**src/rtl/frogger_game_ctrl.sv**
```systemverilog
// frogger_game_ctrl: game sequencer for lives, score, level, round timer and frog selection
module frogger_game_ctrl #(
  parameter int          NUM_FROGS    = 3,
  parameter int          LIVES_INIT   = 3,
  parameter int          ROUND_FRAMES = 1800,
  parameter int          DEATH_FRAMES = 60,
  parameter int          HOME_Y       = 40,
  parameter logic [15:0] KEY_START    = 16'h2C,
  parameter logic [15:0] KEY_FROG0    = 16'h59
) (
  input  logic                   Clk,
  input  logic                   Reset_n,
  input  logic                   frame_clk,
  input  logic [15:0]            keycode,
  input  logic [NUM_FROGS*11-1:0] Frog_Y,
  input  logic                   hit,
  output logic                   game_reset,
  output logic                   freeze,
  output logic [NUM_FROGS-1:0]   frog_respawn,
  output logic [NUM_FROGS-1:0]   active_frog,
  output logic [NUM_FROGS-1:0]   frogs_home,
  output logic [2:0]             lives,
  output logic [9:0]             score,
  output logic [3:0]             level,
  output logic [10:0]            timer,
  output logic [2:0]             state
);
  typedef enum logic [2:0] {ATTRACT, START, PLAY, DYING, HOME, OVER} state_t;
  localparam int DW = $clog2(DEATH_FRAMES + 1);
  state_t                 st;
  logic                   fs1, fs2, fs3, tick, new_game, press, sel_ok, all_home;
  logic [15:0]            prev_key;
  logic [DW-1:0]          dcnt;
  logic [10:0]            act_y;
  logic [NUM_FROGS-1:0]   sel, home_next, not_home, low;
  logic [9:0]             sc50, sc150;
  assign state = st;
  function automatic logic [9:0] sat_add(input logic [9:0] a, input logic [6:0] b);
    logic [10:0] s;
    s = {1'b0, a} + {4'b0, b};
    return (s > 11'd999) ? 10'd999 : s[9:0];
  endfunction
  for (genvar i = 0; i < NUM_FROGS; i++) begin : g_sel
    assign sel[i] = keycode == 16'(KEY_FROG0 + i);
  end
  assign press     = keycode != 16'd0 && keycode != prev_key;
  assign sel_ok    = press && |(sel & ~frogs_home);
  assign home_next = frogs_home | active_frog;
  assign all_home  = &home_next;
  assign not_home  = ~home_next;
  assign low       = not_home & (-not_home);
  assign sc50      = sat_add(score, 7'd50);
  assign sc150     = sat_add(sc50, 7'd100);
  // Y position of whichever frog is currently active
  always_comb begin
    act_y = '0;
    for (int i = 0; i < NUM_FROGS; i++) act_y = active_frog[i] ? Frog_Y[11*i +: 11] : act_y;
  end
  // vsync synchroniser, rising-edge tick and previous keycode for press detection
  always_ff @(posedge Clk or negedge Reset_n) begin
    if (!Reset_n) begin
      {fs1, fs2, fs3, tick} <= '0;
      prev_key <= '0;
    end else begin
      fs1 <= frame_clk;
      fs2 <= fs1;
      fs3 <= fs2;
      tick <= fs2 & ~fs3;
      prev_key <= keycode;
    end
  end
  // game sequencer with registered outputs
  always_ff @(posedge Clk or negedge Reset_n) begin
    if (!Reset_n) begin
      st <= ATTRACT;
      game_reset <= 1'b1;
      freeze <= 1'b1;
      frog_respawn <= '0;
      active_frog <= '0;
      frogs_home <= '0;
      lives <= '0;
      score <= '0;
      level <= '0;
      timer <= '0;
      new_game <= 1'b0;
      dcnt <= '0;
    end else begin
      frog_respawn <= '0;
      case (st)
        ATTRACT: begin
          game_reset <= 1'b1;
          freeze <= 1'b1;
          if (press && keycode == KEY_START) begin
            st <= START;
            new_game <= 1'b1;
          end
        end
        START: begin
          game_reset <= 1'b1;
          freeze <= 1'b1;
          if (new_game) begin
            lives <= 3'(LIVES_INIT);
            score <= '0;
            level <= '0;
          end
          frogs_home <= '0;
          active_frog <= NUM_FROGS'(1);
          timer <= 11'(ROUND_FRAMES);
          if (tick) begin
            st <= PLAY;
            game_reset <= 1'b0;
            freeze <= 1'b0;
          end
        end
        PLAY: begin
          game_reset <= 1'b0;
          freeze <= 1'b0;
          if (sel_ok) active_frog <= sel;
          if (tick) begin
            if (hit || (act_y > 11'(HOME_Y) && timer == 11'd0)) begin
              st <= DYING;
              freeze <= 1'b1;
              dcnt <= '0;
            end else if (act_y <= 11'(HOME_Y)) st <= HOME;
            else timer <= timer - 11'd1;
          end
        end
        DYING: begin
          freeze <= 1'b1;
          if (tick) begin
            if (dcnt == DW'(DEATH_FRAMES - 1)) begin
              lives <= lives - 3'd1;
              if (lives == 3'd1) st <= OVER;
              else begin
                frog_respawn <= active_frog;
                timer <= 11'(ROUND_FRAMES);
                st <= PLAY;
                freeze <= 1'b0;
              end
            end else dcnt <= dcnt + DW'(1);
          end
        end
        HOME: begin
          score <= all_home ? sc150 : sc50;
          frogs_home <= all_home ? '0 : home_next;
          if (all_home) begin
            level <= level + {3'b0, level != 4'd15};
            new_game <= 1'b0;
            game_reset <= 1'b1;
            freeze <= 1'b1;
            st <= START;
          end else begin
            active_frog <= low;
            frog_respawn <= low;
            timer <= 11'(ROUND_FRAMES);
            st <= PLAY;
          end
        end
        OVER: begin
          freeze <= 1'b1;
          game_reset <= 1'b0;
          if (press && keycode == KEY_START) begin
            st <= START;
            new_game <= 1'b1;
          end
        end
        default: begin
          st <= ATTRACT;
          game_reset <= 1'b1;
          freeze <= 1'b1;
        end
      endcase
    end
  end
endmodule

```
**config.mk**
```make
export PLATFORM = sky130hd
export DESIGN_NAME = frogger_game_ctrl
export DESIGN_NICKNAME = d
export VERILOG_FILES = /design/src/rtl/frogger_game_ctrl.sv
export SDC_FILE = /design/constraint.sdc
export NUM_CORES = 1
export LEC_CHECK = 0
export ABC_AREA = 1
export BUFFER_PORTS_ARGS = -buffer_cell sky130_fd_sc_hd__buf_4
export CAP_MARGIN = 20
export CORE_MARGIN = 1.5
export CORE_UTILIZATION = 30
export DETAILED_ROUTE_END_ITERATION = 10
export PLACE_DENSITY = 0.62
export SYNTH_ARGS = -nofsm -noshare
export SYNTH_HDL_FRONTEND = slang
export SYNTH_SLANG_ARGS = --single-unit
```
**constraint.sdc**
```tcl
create_clock -name Clk -period 2.76 [get_ports Clk]
set_input_delay 0.69 -clock Clk [delete_from_list [all_inputs] [get_ports Clk]]
set_output_delay 0.69 -clock Clk [all_outputs]
set_load 0.005 [all_outputs]
```
==> metrics.cfg <==
[layout]
mostFrequentLayoutCell = nand2_1
nets = 686
mostFrequentLayoutCells = nand2_1, buf_4, dfrtp_1
drive_above_1_share = 0.232
final_util = 0.401
syn_to_final_growth_pct = 31.3
antennaDiodeCount = 0
design_area_um2 = 5270

[worst_setup_path]
r2r_cells = 20
startpoint = score[1]
worstSetupPathType = register to register
crit_required_ns = 2.98
arrival_ns = 2.72
crit_path_start_kind = register
cp_max_fo = 9
worstSetupEndpoint = score[4]
worstReg2RegStart = score[1]
rr_endpoint = score[4]
end_kind = register
rrSetupSlack_ns = 0.26

[pwr]
leakage_uw = 0.00262
powerDensity_nw_per_um2 = 981
ir_drop_mv = 0.383

[die]
die_y_um = 119
die_w_um = 119
start_util = 0.306
coreArea_um2 = 13100
die_area_um2 = 14100
rows = 42
io_pins = 95

[detailed_routing]
drt_wl_total_um = 10500
drc = 0
vias = 3873
drtIter0Drc = 214
final_antenna_net_count = 0
wl_per_cell_um = 13.1
drt-vias-per-instance = 4.81
dr.pass1.iters = 5

[cts]
ctsLongestPathBuffers = 2
htreeDepth = 3
hold_buffers = 0
cts_root_buf = clkbuf_16
cts_buffers = 9
clkTransAtPathRegs_ns = 0.06
cts_tree = yes
clkLatencyLatePin_ns = 0.33
cts.sink_count = 69

[logic_synthesis]
syn_inst = 516
yosysSeqAreaShare = 0.431
ys_ff_latch = 69
synth_top_cell_area_share = 0.417
yosysTopAreaCell = dfrtp_1
synth_edf_count = 0
synth.area.top_cells = dfrtp_1, nand2_1, xor2_1
syn_nets = 577
netlist_area_um2 = 4020
syn_avg_cell_area_um2 = 7.78
synth.distinct_cells = 42
ys_warn_count = 0
synthArstFlopShare = 1.00
synth_ff_type = dfrtp_1

[placement]
hpwl_um = 8050
place_congestion = 0.894
io_buffers = 94
place_ws_ns = 0.178
postPlaceCellArea_um2 = 4980

[global_routing]
overflow = 0
track_usage = 0.158
grt_pass1_wl_um = 18000
antenna_found_initial = 0
grt_pass1_vias = 3762
grt_max_degree = 70

[sta]
max_clock_freq_ghz = 0.400
min_period_ns = 2.50
fin_ws_ns = 0.261
hold_viol_final = 0
finalSetupTns_ns = 0
relSlewSlack = 0.411
clock_skew_ns = 0.00619
rsz0062_at_grt = false
finalMaxSlewViolations = 0
worstMarginPinSlew_ns = 0.883
hold-worst-slack_ns = 0.348
fin_crit_sh = 0.905
finalSetupViolCount = 0

[hold_path]
hold_path_class = register to register

[run_status]
status = finished, final reports clean

[run]
cap_viol_max_count = 0

-- cells in the mapped netlist, types with 8 or more instances --
master   number
a21oi_1      17
xor2_1       23
inv_1        53
nor4_1       12
nor2_1       51
ha_1          8
nor3_1        9
nand2_1     134
nand3_1      30
nand2_2       8
dfrtp_1      67
o21ai_0      40
-- repair_timing --
item                                    CTS  global route
endpoints found under the setup margin    0             5
gates resized for setup                   0             2
setup buffers                             0             0
-- metal layers --
metal,vias to the layer above,track usage,wire length (um)
li1,1927,-,-
met1,1809,0.204,4800
met2,124,0.250,4860
met3,13,0.0463,721
met4,0,0.0572,154
met5,-,0,0
-- worst max-delay path: stages (launching register included) --
cell and delay (ns):
dfrtp_2 0.42, inv_1 0.07, ha_1 0.34, nor2_1 0.10, nor2_1 0.04, nor2_1 0.09, nand2_1 0.06, nand3_1 0.08
nand2_1 0.08, nand2_4 0.14, nand2_2 0.09, nor2_2 0.11, nand2_1 0.11, nand2_1 0.13, nand4_1 0.10, inv_1 0.08
nand2_2 0.08, nand2_4 0.09, nand2_4 0.06, nand2_1 0.08, o21ai_2 0.05
-- state kept, by name (all words and copies together) (netlist names) --
| name | count |
|---|---|
| prev_key | 16 |
| level | 4 |
| score | 10 |
| tick | 1 |
| lives | 3 |
| fs3 | 1 |
| dcnt | 6 |
| frog_respawn | 3 |
| timer | 11 |
| frogs_home | 3 |
| game_reset | 1 |
| fs2 | 1 |
| state | 3 |
| active_frog | 3 |
| freeze | 1 |
| new_game | 1 |
| fs1 | 1 |
-- kinds of logic (layout without fill, tap and decap cells) --
family / Yosys count / in the layout / share of synthesized area
flip-flops: 69 / 69 / 0.431
adder cells (fa/ha/maj): 8 / 8 / 0.0249
AND/OR/NAND/NOR: 265 / 265 / 0.296
AO/OA/AOI/OAI: 84 / 84 / 0.123
XOR/XNOR: 30 / 30 / 0.0673
buffers and inverters: 60 / 174 / 0.0586
-- power by group --
group | switching [uW] | total (uW) | leakage, uW | internal (uW)
Clock | 442 | 1140 | 0.000138 | 697
Combinational | 1450 | 2450 | 0.00161 | 1000
Sequential | 298 | 1580 | 0.000870 | 1280
Total | 2190 | 5170 | 0.00262 | 2980
-- layout make-up --
cell class                 count  area (um^2)
clock inverter                 6         63.8
clock buffer                  10          229
timing repair buffer         102          766
sequential                    69         1730
inverter                      56          210
multi-input combinational    387         2050
fill                        1361         7870
tap                          176          220
-- through the flow --
step | cells | power, uW
2_1_floorplan | 516 | 3130
4_1_cts | 806 | 5210
3_5_place_dp | 790 | 4040
3_3_place_gp | 790 | 4000
5_1_grt | 806 | 5640
6_report | 806 | 5170
-- worst min-delay path by stage --
| stage | from | to | slack, ns | cells past startpoint |
|---|---|---|---|---|
| 2_1_floorplan | fs1 | fs2 | 0.33 | 0 |
| 3_3_place_gp | fs1 | fs2 | 0.34 | 0 |
| 3_5_place_dp | fs1 | fs2 | 0.34 | 0 |
| 4_1_cts | fs1 | fs2 | 0.35 | 0 |
| 5_1_grt | fs1 | fs2 | 0.36 | 0 |
| 6_report | fs1 | fs2 | 0.35 | 0 |
Power figures use the tool's default switching activity.
